`src/rtl/sram_port_arbiter.sv`:
```
// Two-requester arbiter in front of a single-port synchronous sram32 macro.
// Grants are combinational; read data is routed back one cycle after the read edge.
module sram_port_arbiter #(
    parameter int unsigned AW        = 10,
    parameter int unsigned PRIO_MODE = 0,
    parameter int unsigned MAX_LOCK  = 16
) (
    input  logic          HCLK,
    input  logic          HRESET,
    input  logic          r0_req,
    input  logic          r0_lock,
    input  logic [3:0]    r0_we,
    input  logic [AW-1:0] r0_addr,
    input  logic [31:0]   r0_wdata,
    output logic          r0_gnt,
    output logic          r0_rvalid,
    output logic [31:0]   r0_rdata,
    input  logic          r1_req,
    input  logic          r1_lock,
    input  logic [3:0]    r1_we,
    input  logic [AW-1:0] r1_addr,
    input  logic [31:0]   r1_wdata,
    output logic          r1_gnt,
    output logic          r1_rvalid,
    output logic [31:0]   r1_rdata,
    output logic          sram_cs,
    output logic [3:0]    sram_we,
    output logic [AW-1:0] sram_addr,
    output logic [31:0]   sram_wdata,
    input  logic [31:0]   sram_rdata,
    output logic [1:0]    owner
);

    localparam int unsigned CW = 8;

    typedef enum logic [1:0] {
        FREE  = 2'd0,
        LOCK0 = 2'd1,
        LOCK1 = 2'd2
    } state_t;

    state_t          state, state_nxt;
    logic            last_grant, last_grant_nxt;
    logic [CW-1:0]   lock_cnt, lock_cnt_nxt, lock_inc;
    logic            guard, guard_nxt;
    logic            rd_pend, rd_port;
    logic [AW-1:0]   addr_q;
    logic [31:0]     wdata_q;
    logic            gnt0, gnt1;
    logic            own1, req_p, lock_p;

    // State register; guard marks the cycle right after a forced lock release.
    always_ff @(posedge HCLK or posedge HRESET) begin
        if (HRESET) begin
            state      <= FREE;
            last_grant <= 1'b1;
            lock_cnt   <= '0;
            guard      <= 1'b0;
        end else begin
            state      <= state_nxt;
            last_grant <= last_grant_nxt;
            lock_cnt   <= lock_cnt_nxt;
            guard      <= guard_nxt;
        end
    end

    // Arbitration and next-state.
    always_comb begin
        gnt0           = 1'b0;
        gnt1           = 1'b0;
        state_nxt      = state;
        last_grant_nxt = last_grant;
        lock_cnt_nxt   = lock_cnt;
        guard_nxt      = 1'b0;
        own1           = (state == LOCK1);
        req_p          = own1 ? r1_req  : r0_req;
        lock_p         = own1 ? r1_lock : r0_lock;
        lock_inc       = (lock_cnt == {CW{1'b1}}) ? lock_cnt : lock_cnt + CW'(1);
        case (state)
            FREE: begin
                if (r0_req && r1_req) begin
                    if ((PRIO_MODE != 0) && !guard) begin
                        gnt0 = 1'b1;
                    end else begin
                        gnt0 = last_grant;
                        gnt1 = ~last_grant;
                    end
                end else begin
                    gnt0 = r0_req;
                    gnt1 = r1_req;
                end
                if (gnt0 || gnt1) begin
                    last_grant_nxt = gnt1;
                    if (gnt1 ? r1_lock : r0_lock) begin
                        state_nxt    = gnt1 ? LOCK1 : LOCK0;
                        lock_cnt_nxt = CW'(1);
                    end
                end
            end
            LOCK0, LOCK1: begin
                if (!req_p) begin
                    state_nxt    = FREE;
                    lock_cnt_nxt = '0;
                end else begin
                    gnt0           = ~own1;
                    gnt1           = own1;
                    last_grant_nxt = own1;
                    if (!lock_p) begin
                        state_nxt    = FREE;
                        lock_cnt_nxt = '0;
                    end else if (lock_inc >= CW'(MAX_LOCK)) begin
                        state_nxt    = FREE;
                        lock_cnt_nxt = '0;
                        guard_nxt    = 1'b1;
                    end else begin
                        lock_cnt_nxt = lock_inc;
                    end
                end
            end
            default: begin
                state_nxt    = FREE;
                lock_cnt_nxt = '0;
            end
        endcase
        if (HRESET) begin
            gnt0 = 1'b0;
            gnt1 = 1'b0;
        end
    end

    // Read-return tracking and address/data hold registers.
    always_ff @(posedge HCLK or posedge HRESET) begin
        if (HRESET) begin
            rd_pend <= 1'b0;
            rd_port <= 1'b0;
            addr_q  <= '0;
            wdata_q <= '0;
        end else begin
            rd_pend <= sram_cs && (sram_we == 4'b0000);
            rd_port <= gnt1;
            addr_q  <= sram_addr;
            wdata_q <= sram_wdata;
        end
    end

    assign r0_gnt     = gnt0;
    assign r1_gnt     = gnt1;
    assign sram_cs    = gnt0 | gnt1;
    assign sram_we    = gnt1 ? r1_we    : (gnt0 ? r0_we    : 4'b0000);
    assign sram_addr  = gnt1 ? r1_addr  : (gnt0 ? r0_addr  : addr_q);
    assign sram_wdata = gnt1 ? r1_wdata : (gnt0 ? r0_wdata : wdata_q);
    assign r0_rvalid  = rd_pend & ~rd_port;
    assign r1_rvalid  = rd_pend & rd_port;
    assign r0_rdata   = r0_rvalid ? sram_rdata : 32'h0;
    assign r1_rdata   = r1_rvalid ? sram_rdata : 32'h0;
    assign owner      = (state == LOCK0) ? 2'b01 : ((state == LOCK1) ? 2'b10 : 2'b00);

endmodule
```
`config.mk`:
```
export PLATFORM = sky130hd
export DESIGN_NAME = sram_port_arbiter
export DESIGN_NICKNAME = d
export VERILOG_FILES = /design/src/rtl/sram_port_arbiter.sv
export SDC_FILE = /design/constraint.sdc
export NUM_CORES = 1
export LEC_CHECK = 0
export CAP_MARGIN = 20
export CORE_AREA = 2 2 110 112
export DETAILED_ROUTE_END_ITERATION = 10
export DIE_AREA = 0 0 112 114
export PLACE_DENSITY_LB_ADDON = 0.05
export RECOVER_POWER = 100
export SETUP_SLACK_MARGIN = 0.05
export SYNTH_ARGS = -nofsm -noshare
export SYNTH_HDL_FRONTEND = slang
export SYNTH_SLANG_ARGS = --single-unit
```
`constraint.sdc`:
```
create_clock -name HCLK -period 3 [get_ports HCLK]
set_clock_uncertainty 0.05 [all_clocks]
set_input_delay 0.6 -clock HCLK [delete_from_list [all_inputs] [get_ports HCLK]]
set_output_delay 0.6 -clock HCLK [all_outputs]
set_load 0.01 [all_outputs]
```
==> impl_metrics.json, run 1 <==
{
  "status": "complete, no violations",
  "fill_cells": 1089,
  "worstSkewPairLatency_ns": 0.29,
  "num-nets-final": 830,
  "final-instance-count-excl-fill": 843,
  "report.final.setup_viol": 0,
  "period_minus_slack_ns": 2.94,
  "finish.utilization_pct": 56.1,
  "yosys_register_bits": 55,
  "synth_area_per_cell_sq_um": 8.31,
  "grt_start_max_net_pins": 47,
  "post_route_cells_drive_above_1_share_pct": 20.0,
  "route.antenna.remaining_nets": 0,
  "ff_latch_area_sq_um": 1380,
  "smallest_setup_slack_after_layout_ns": 0.0637,
  "die-height_um": 114,
  "io_count": 247,
  "syn_warnings": 0,
  "tritoncts_clock_tree": "done",
  "clk_pin_slew_ns": 0.07,
  "syn-num-nets": 544,
  "post_synth_main_area_contributors": "dfrtp_1 (40%), a31oi_1 (8.1%), and2_1 (7.2%)",
  "multi_input_comb_area_sq_um": 1870,
  "yosys.area.top_type": "dfrtp_1",
  "groute.usage.overall_pct": 22.2,
  "htree_num_levels": 2,
  "cap_violations": 0,
  "start_util_pct": 29.0,
  "grt_remaining_overflow": 0,
  "rsz0062_at_grt": "yes",
  "post-place-cells": 808,
  "cp_max_fo": 9,
  "routed_via_density": 5.10,
  "area.growth.synth_to_final_pct": 93.3,
  "drt_first_pass_iters": 5,
  "async_flop_share_pct": 100,
  "holdBufCountCts": 0,
  "fmax_ghz": 0.341,
  "drt_iter0_markers": 264,
  "antenna_found_initial": 0,
  "avgRoutedWirePerCell_um": 17.6,
  "clock_sinks": 55,
  "fraction_of_synthesized_cell_area_taken_by_the_top_area_cell_type_pct": 39.8,
  "critical_path_class": "in -> out",
  "slew_headroom_pct": 19.1,
  "number_of_synthesized_flops_with_an_enable_pin": 0,
  "wirelength_mm": 14.9,
  "finalCritPeriodShare_pct": 97.9,
  "cts_inserted_buffers": 5,
  "grt_first_pass_wirelength_mm": 22.8,
  "floorplan.rows": 40,
  "gp_congestion": 0.871,
  "core_area_sq_um": 11700,
  "arrival_ns": 2.29,
  "max-vdd-ir-drop_v": 0.000468,
  "fp.dieArea_sq_um": 12800,
  "seq_area_frac_synth_pct": 40.6,
  "grt_pass1_vias": 4197,
  "num_vias": 4298,
  "tightestPinTransition_ns": 1.21,
  "count_of_pins_over_their_slew_limit": 0,
  "power_per_cell_area_nw_per_um2": 799,
  "post_synth_num_cell_types": 46,
  "detailedPlace.worstSlack_ns": -0.320,
  "cts.root.buffer_cell": "clkbuf_16",
  "hpwl_mm": 10.9,
  "port-buffer-count": 246,
  "die_width_um": 112,
  "worstHoldPathType": "reg -> reg",
  "static-leakage-power_nw": 2.88,
  "fin_setup_tns_ns": 0,
  "n_antenna_cell": 0,
  "fin_area_sq_um": 6570,
  "timing_hold_violations_final": 0,
  "setup.worst_path.end_class": "output pin",
  "placed_cell_area_sq_um": 6270,
  "drt_drc_violations_left": 0,
  "critical_path_required_ns": 2.35,
  "synth_top_flop_cell": "dfrtp_1",
  "synthesis.instances": 409,
  "clk_path_buf_depth": 2,
  "synth.cell_area_sq_um": 3400,
  "worst_setup_path_start_kind": "primary input"
}
## cell type report
| cell class | count | area share (%) |
|---|---|---|
| Timing Repair Buffer | 317 | 44.7 |
| Multi-Input combinational cell | 309 | 28.5 |
| Sequential cell | 55 | 21.0 |
| Tap cell | 147 | 2.80 |
| Clock buffer | 5 | 1.91 |
| Clock inverter | 3 | 0.705 |
| Inverter | 7 | 0.400 |
## state kept, by name, summed over array words and instances, names as in the netlist
signal and flops:
addr_q 10, rd_pend 1, rd_port 1, wdata_q 32
state 2, lock_cnt 8, last_grant 1
## per-stage QoR
| step | total power, mW | hold WS [ns] |
|---|---|---|
| 6_report | 5.25 | 0.484 |
| 5_1_grt | 5.62 | 0.492 |
| 4_1_cts | 5.21 | 0.476 |
| 3_5_place_dp | 4.47 | 0.454 |
| 3_3_place_gp | 4.43 | 0.452 |
| 2_1_floorplan | 2.63 | 0.419 |
## what timing repair did
item | in CTS | in global routing
pin swaps | 16 | 18
buffers inserted | 13 | 13
cloned | 1 | 0
resized for setup | 136 | 35
setup endpoints to repair | 48 | 47
## layout by cell type, fill, tap and decap left out, drive strengths merged, types with 2 or more instances in the layout
cell,instances
nand4,2
nor2,46
mux2i,2
a21boi,3
clkdlybuf4s15,14
ha,5
clkbuf,21
buf,85
nand2,9
and2,40
dfrtp,54
nor2b,2
o21ai,46
o211ai,2
and3,32
dlygate4sd2,3
a31oi,45
a221oi,3
o31ai,4
dlymetal6s2s,3
a21oi,46
clkdlybuf4s50,196
inv,8
a22o,2
nand3,5
## power breakdown
group          internal [mW]  leakage [nW]  total, mW  switching [mW]
clock network          0.397        0.0804      0.673           0.276
registers               1.08         0.663       1.17          0.0971
logic                   1.70          2.14       3.40            1.70
## per-layer routing
layer | track usage (%) | up-vias | part of all wire [%]
li1 | - | 2046 | -
met1 | 26.6 | 2032 | 40
met2 | 41.2 | 196 | 52
met3 | 4.20 | 24 | 6.5
met4 | 5.20 | 0 | 1.9
met5 | 0 | - | 0
## worst max-delay path, stage by stage
cell	delay [ns]
clkdlybuf4s50_1	0.48
nand2b_1	0.11
a22oi_2	0.18
buf_6	0.16
buf_6	0.14
o21ai_0	0.12
a21oi_2	0.23
clkdlybuf4s15_2	0.25
## synthesized netlist by cell type (2+ instances only)
cell type   n
nand4_1     2
a31oi_1    44
and3_1     32
buf_2      11
a21oi_1    46
o31ai_1     4
o21ai_1     6
a22o_1      2
mux2i_1     2
nor2b_1     2
inv_1       6
o21ai_0    40
dfrtp_1    54
ha_1        5
nor2_1     46
and2_1     39
a221oi_2    2
clkbuf_1   23
buf_4       3
nand2_1     9
a21boi_2    2
nand3_1     5
## worst paths after layout
path	depth (start not counted)	end	startpoint	slack [ns]
setup / recovery	8	sram_wdata[16]	r1_req	0.06
hold / removal	1	lock_cnt[6]	lock_cnt[6]	0.48
setup reg to reg	10	wdata_q[11]	state[1]	0.82
hold reg to reg	1	lock_cnt[6]	lock_cnt[6]	0.48
max in group asynchronous	4	wdata_q[23]	HRESET	0.61
min in group asynchronous	3	state[0]	HRESET	0.79
## cell families (layout without fill, tap and decap cells)
family	count (synthesis)	in the layout	synth area share (%)
AOI/OAI and AO/OA	158	158	28.3
adders and majority gates	5	5	1.84
DFF	55	55	40.6
buffers and inverters	45	332	5.93
and+or+nand+nor	143	143	22.4
muxes	3	3	1.03
No activity file was read; power rests on OpenSTA's default activity.
==> inputs of run 2 (changes only) <==
CORE_AREA = 2 2 102 104   (was 2 2 110 112)
DIE_AREA = 0 0 104 106   (was 0 0 112 114)
==> run 2 against run 1 <==
Net effect:
- register-to-register slack got worse by 0.11 ns
- clock power decreased by 24%
- sequential power is essentially flat
- largest power group unchanged
- highest routed layer unchanged
==> impl_metrics.json, run 2 (synthesized netlist as in run 1, its figures left out) <==
{
  "die-height_um": 106,
  "fin_area_sq_um": 6630,
  "r2r-end": "state[0]",
  "avgRoutedWirePerCell_um": 17.5,
  "min-delay-start": "wdata_q[20]",
  "fmax_ghz": 0.345,
  "min_to": "wdata_q[20]",
  "met2RoutedLength_mm": 7.33,
  "timing_hold_violations_final": 0,
  "largest_register_ffs": 32,
  "crit_path_max_incr_delay_ns": 0.42,
  "worstHoldPathType": "reg -> reg",
  "antenna_found_initial": 0,
  "largest_registers": "wdata_q: 32 flops, addr_q: 10 flops, lock_cnt: 8 flops",
  "clk_path_buf_depth": 2,
  "largest-register": "wdata_q",
  "crit-reg2reg-launch": "last_grant",
  "layout_common_cells": "clkdlybuf4s50_1 (139), dlygate4sd3_1 (57), dfrtp_1 (54)",
  "num-nets-final": 834,
  "max-vdd-ir-drop_v": 0.000447,
  "detailedPlace.worstSlack_ns": -0.361,
  "multi_input_comb_area_sq_um": 1890,
  "port-buffer-count": 246,
  "start_util_pct": 34.0,
  "die_width_um": 104,
  "core_area_sq_um": 10000,
  "ff_latch_area_sq_um": 1380,
  "crit_family": "compound AO/OA/AOI/OAI gates",
  "status": "complete, no violations",
  "finish.utilization_pct": 66.3,
  "critical_path_required_ns": 2.35,
  "grt_pass1_vias": 4006,
  "worstSkewPairLatency_ns": 0.31,
  "clock_sinks": 55,
  "grt_remaining_overflow": 0,
  "finalCritPeriodShare_pct": 96.7,
  "gp_congestion": 0.842,
  "cp_cell_sequence": "inv_2 -> ha_4 -> nor2b_4 -> a22o_4 -> clkbuf_16 -> a31oi_1 -> a21oi_2 -> dlygate4sd2_1",
  "groute.usage.overall_pct": 24.3,
  "highest_signal_layer_in_the_routed_design": "met4",
  "hpwl_mm": 10.7,
  "drt_drc_violations_left": 0,
  "area.growth.synth_to_final_pct": 95.0,
  "routed_via_density": 5.20,
  "io_count": 247,
  "reg2reg_setup_slack_ns": 0.71,
  "report.final.setup_viol": 0,
  "cap_violations": 0,
  "floorplan.rows": 37,
  "hold_slack_ns": 0.491,
  "tightestPinTransition_ns": 1.00,
  "grt_start_max_net_pins": 40,
  "n_antenna_cell": 0,
  "drt_iter0_markers": 221,
  "fill_cells": 881,
  "num_vias": 4348,
  "critical_path_class": "reg -> out",
  "layout_commonest_cell": "clkdlybuf4s50_1",
  "drt_first_pass_iters": 4,
  "detail_route.wirelength.met1_mm": 5.97,
  "post_route_cells_drive_above_1_share_pct": 15.9,
  "smallest_setup_slack_after_layout_ns": 0.100,
  "static-leakage-power_nw": 3.02,
  "cp_max_fo": 17,
  "worstSetupStartpoint": "state[0]",
  "fp.dieArea_sq_um": 11000,
  "htree_num_levels": 2,
  "detailroute.wirelength.met3_mm": 1.01,
  "tritoncts_clock_tree": "done",
  "arrival_ns": 2.25,
  "grt_first_pass_wirelength_mm": 21.6,
  "clk_pin_slew_ns": 0.10,
  "period_minus_slack_ns": 2.90,
  "placed_cell_area_sq_um": 6340,
  "highest_delay_cell_along_the_critical_path": "dfrtp_1",
  "wirelength_mm": 14.6,
  "cts_inserted_buffers": 5,
  "route.antenna.remaining_nets": 0,
  "setup.worst_path.end_class": "output pin",
  "worst_setup_path_start_kind": "flop",
  "power_per_cell_area_nw_per_um2": 778,
  "rsz0062_at_grt": "yes",
  "worst-r2r-cell-count": 4,
  "cp.buffers_inverters": 3,
  "slew_headroom_pct": 33.2,
  "cts.root.buffer_cell": "clkbuf_8",
  "count_of_pins_over_their_slew_limit": 0,
  "worstHoldPathCells": 2
}
## run 2: changes by cell type in the layout (fill, tap and decap cells not counted), moves of 10 or more
| cell | previous run | this run |
|---|---|---|
| and2_1 | 38 | 28 |
| clkdlybuf4s50_1 | 196 | 139 |
| clkbuf_1 | 1 | 21 |
| and2_0 | 0 | 11 |
| buf_2 | 17 | 4 |
| dlygate4sd2_1 | 3 | 16 |
| dlygate4sd3_1 | 0 | 57 |
## run 2: per-stage QoR
step                      setup TNS (ns)  total power, mW  instances
after CTS                              0             4.84        814
after floorplan                        0             2.63        409
final                                  0             5.15        836
after global placement            -13.11             4.39        800
after global routing             -0.0108             5.50        836
after detailed placement          -14.34             4.44        800
## run 2: worst min-delay path: stages, from the launching register on
cell     delay (ns)
dfrtp_1        0.37
o21ai_0        0.06
a21oi_1        0.08
## run 2: timing repair
| item | in CTS | in global routing |
|---|---|---|
| setup buffers | 5 | 19 |
| pin swaps | 5 | 22 |
| hold buffers | 0 | 0 |
| gates cloned | 1 | 3 |
| setup endpoints to repair | 48 | 48 |
| resized for setup | 68 | 75 |
| hold endpoints to repair | 0 | 0 |
## run 2: power by group
part           total [mW]  switching (mW)  internal [mW]
Clock               0.512           0.259          0.253
Combinational        3.46            1.71           1.75
Sequential           1.18           0.102           1.07
## run 2: worst max path at each step
stage / slack, ns / depth (start not counted) / end
floorplan: 0.47 / 9 / sram_wdata[23]
global placement: -0.33 / 8 / sram_wdata[15]
detailed placement: -0.36 / 8 / sram_wdata[12]
CTS: 0.01 / 8 / sram_wdata[24]
global route: -0.01 / 9 / sram_addr[3]
finish: 0.10 / 8 / sram_addr[6]
## run 2: layout make-up
cell class              instances  share of cell area [%]
multi-input cells             309                    28.6
well taps                     136                    2.57
flip-flops and latches         55                    20.8
clock inverters                 2                   0.585
repair buffers                321                    46.0
clock buffers                   6                    1.10
inverters                       7                   0.397
## run 2: metal layers
layer | up-vias | global-route usage [%]
li1 | 2062 | -
met1 | 2084 | 30.0
met2 | 181 | 43.1
met3 | 21 | 4.90
met4 | 0 | 6.76
met5 | - | 0
==> inputs of run 3 (changes only) <==
SLEW_MARGIN = 20   (was not set)
==> results of run 3 <==
Final layout, timing and power as in run 2 (identical DEF).
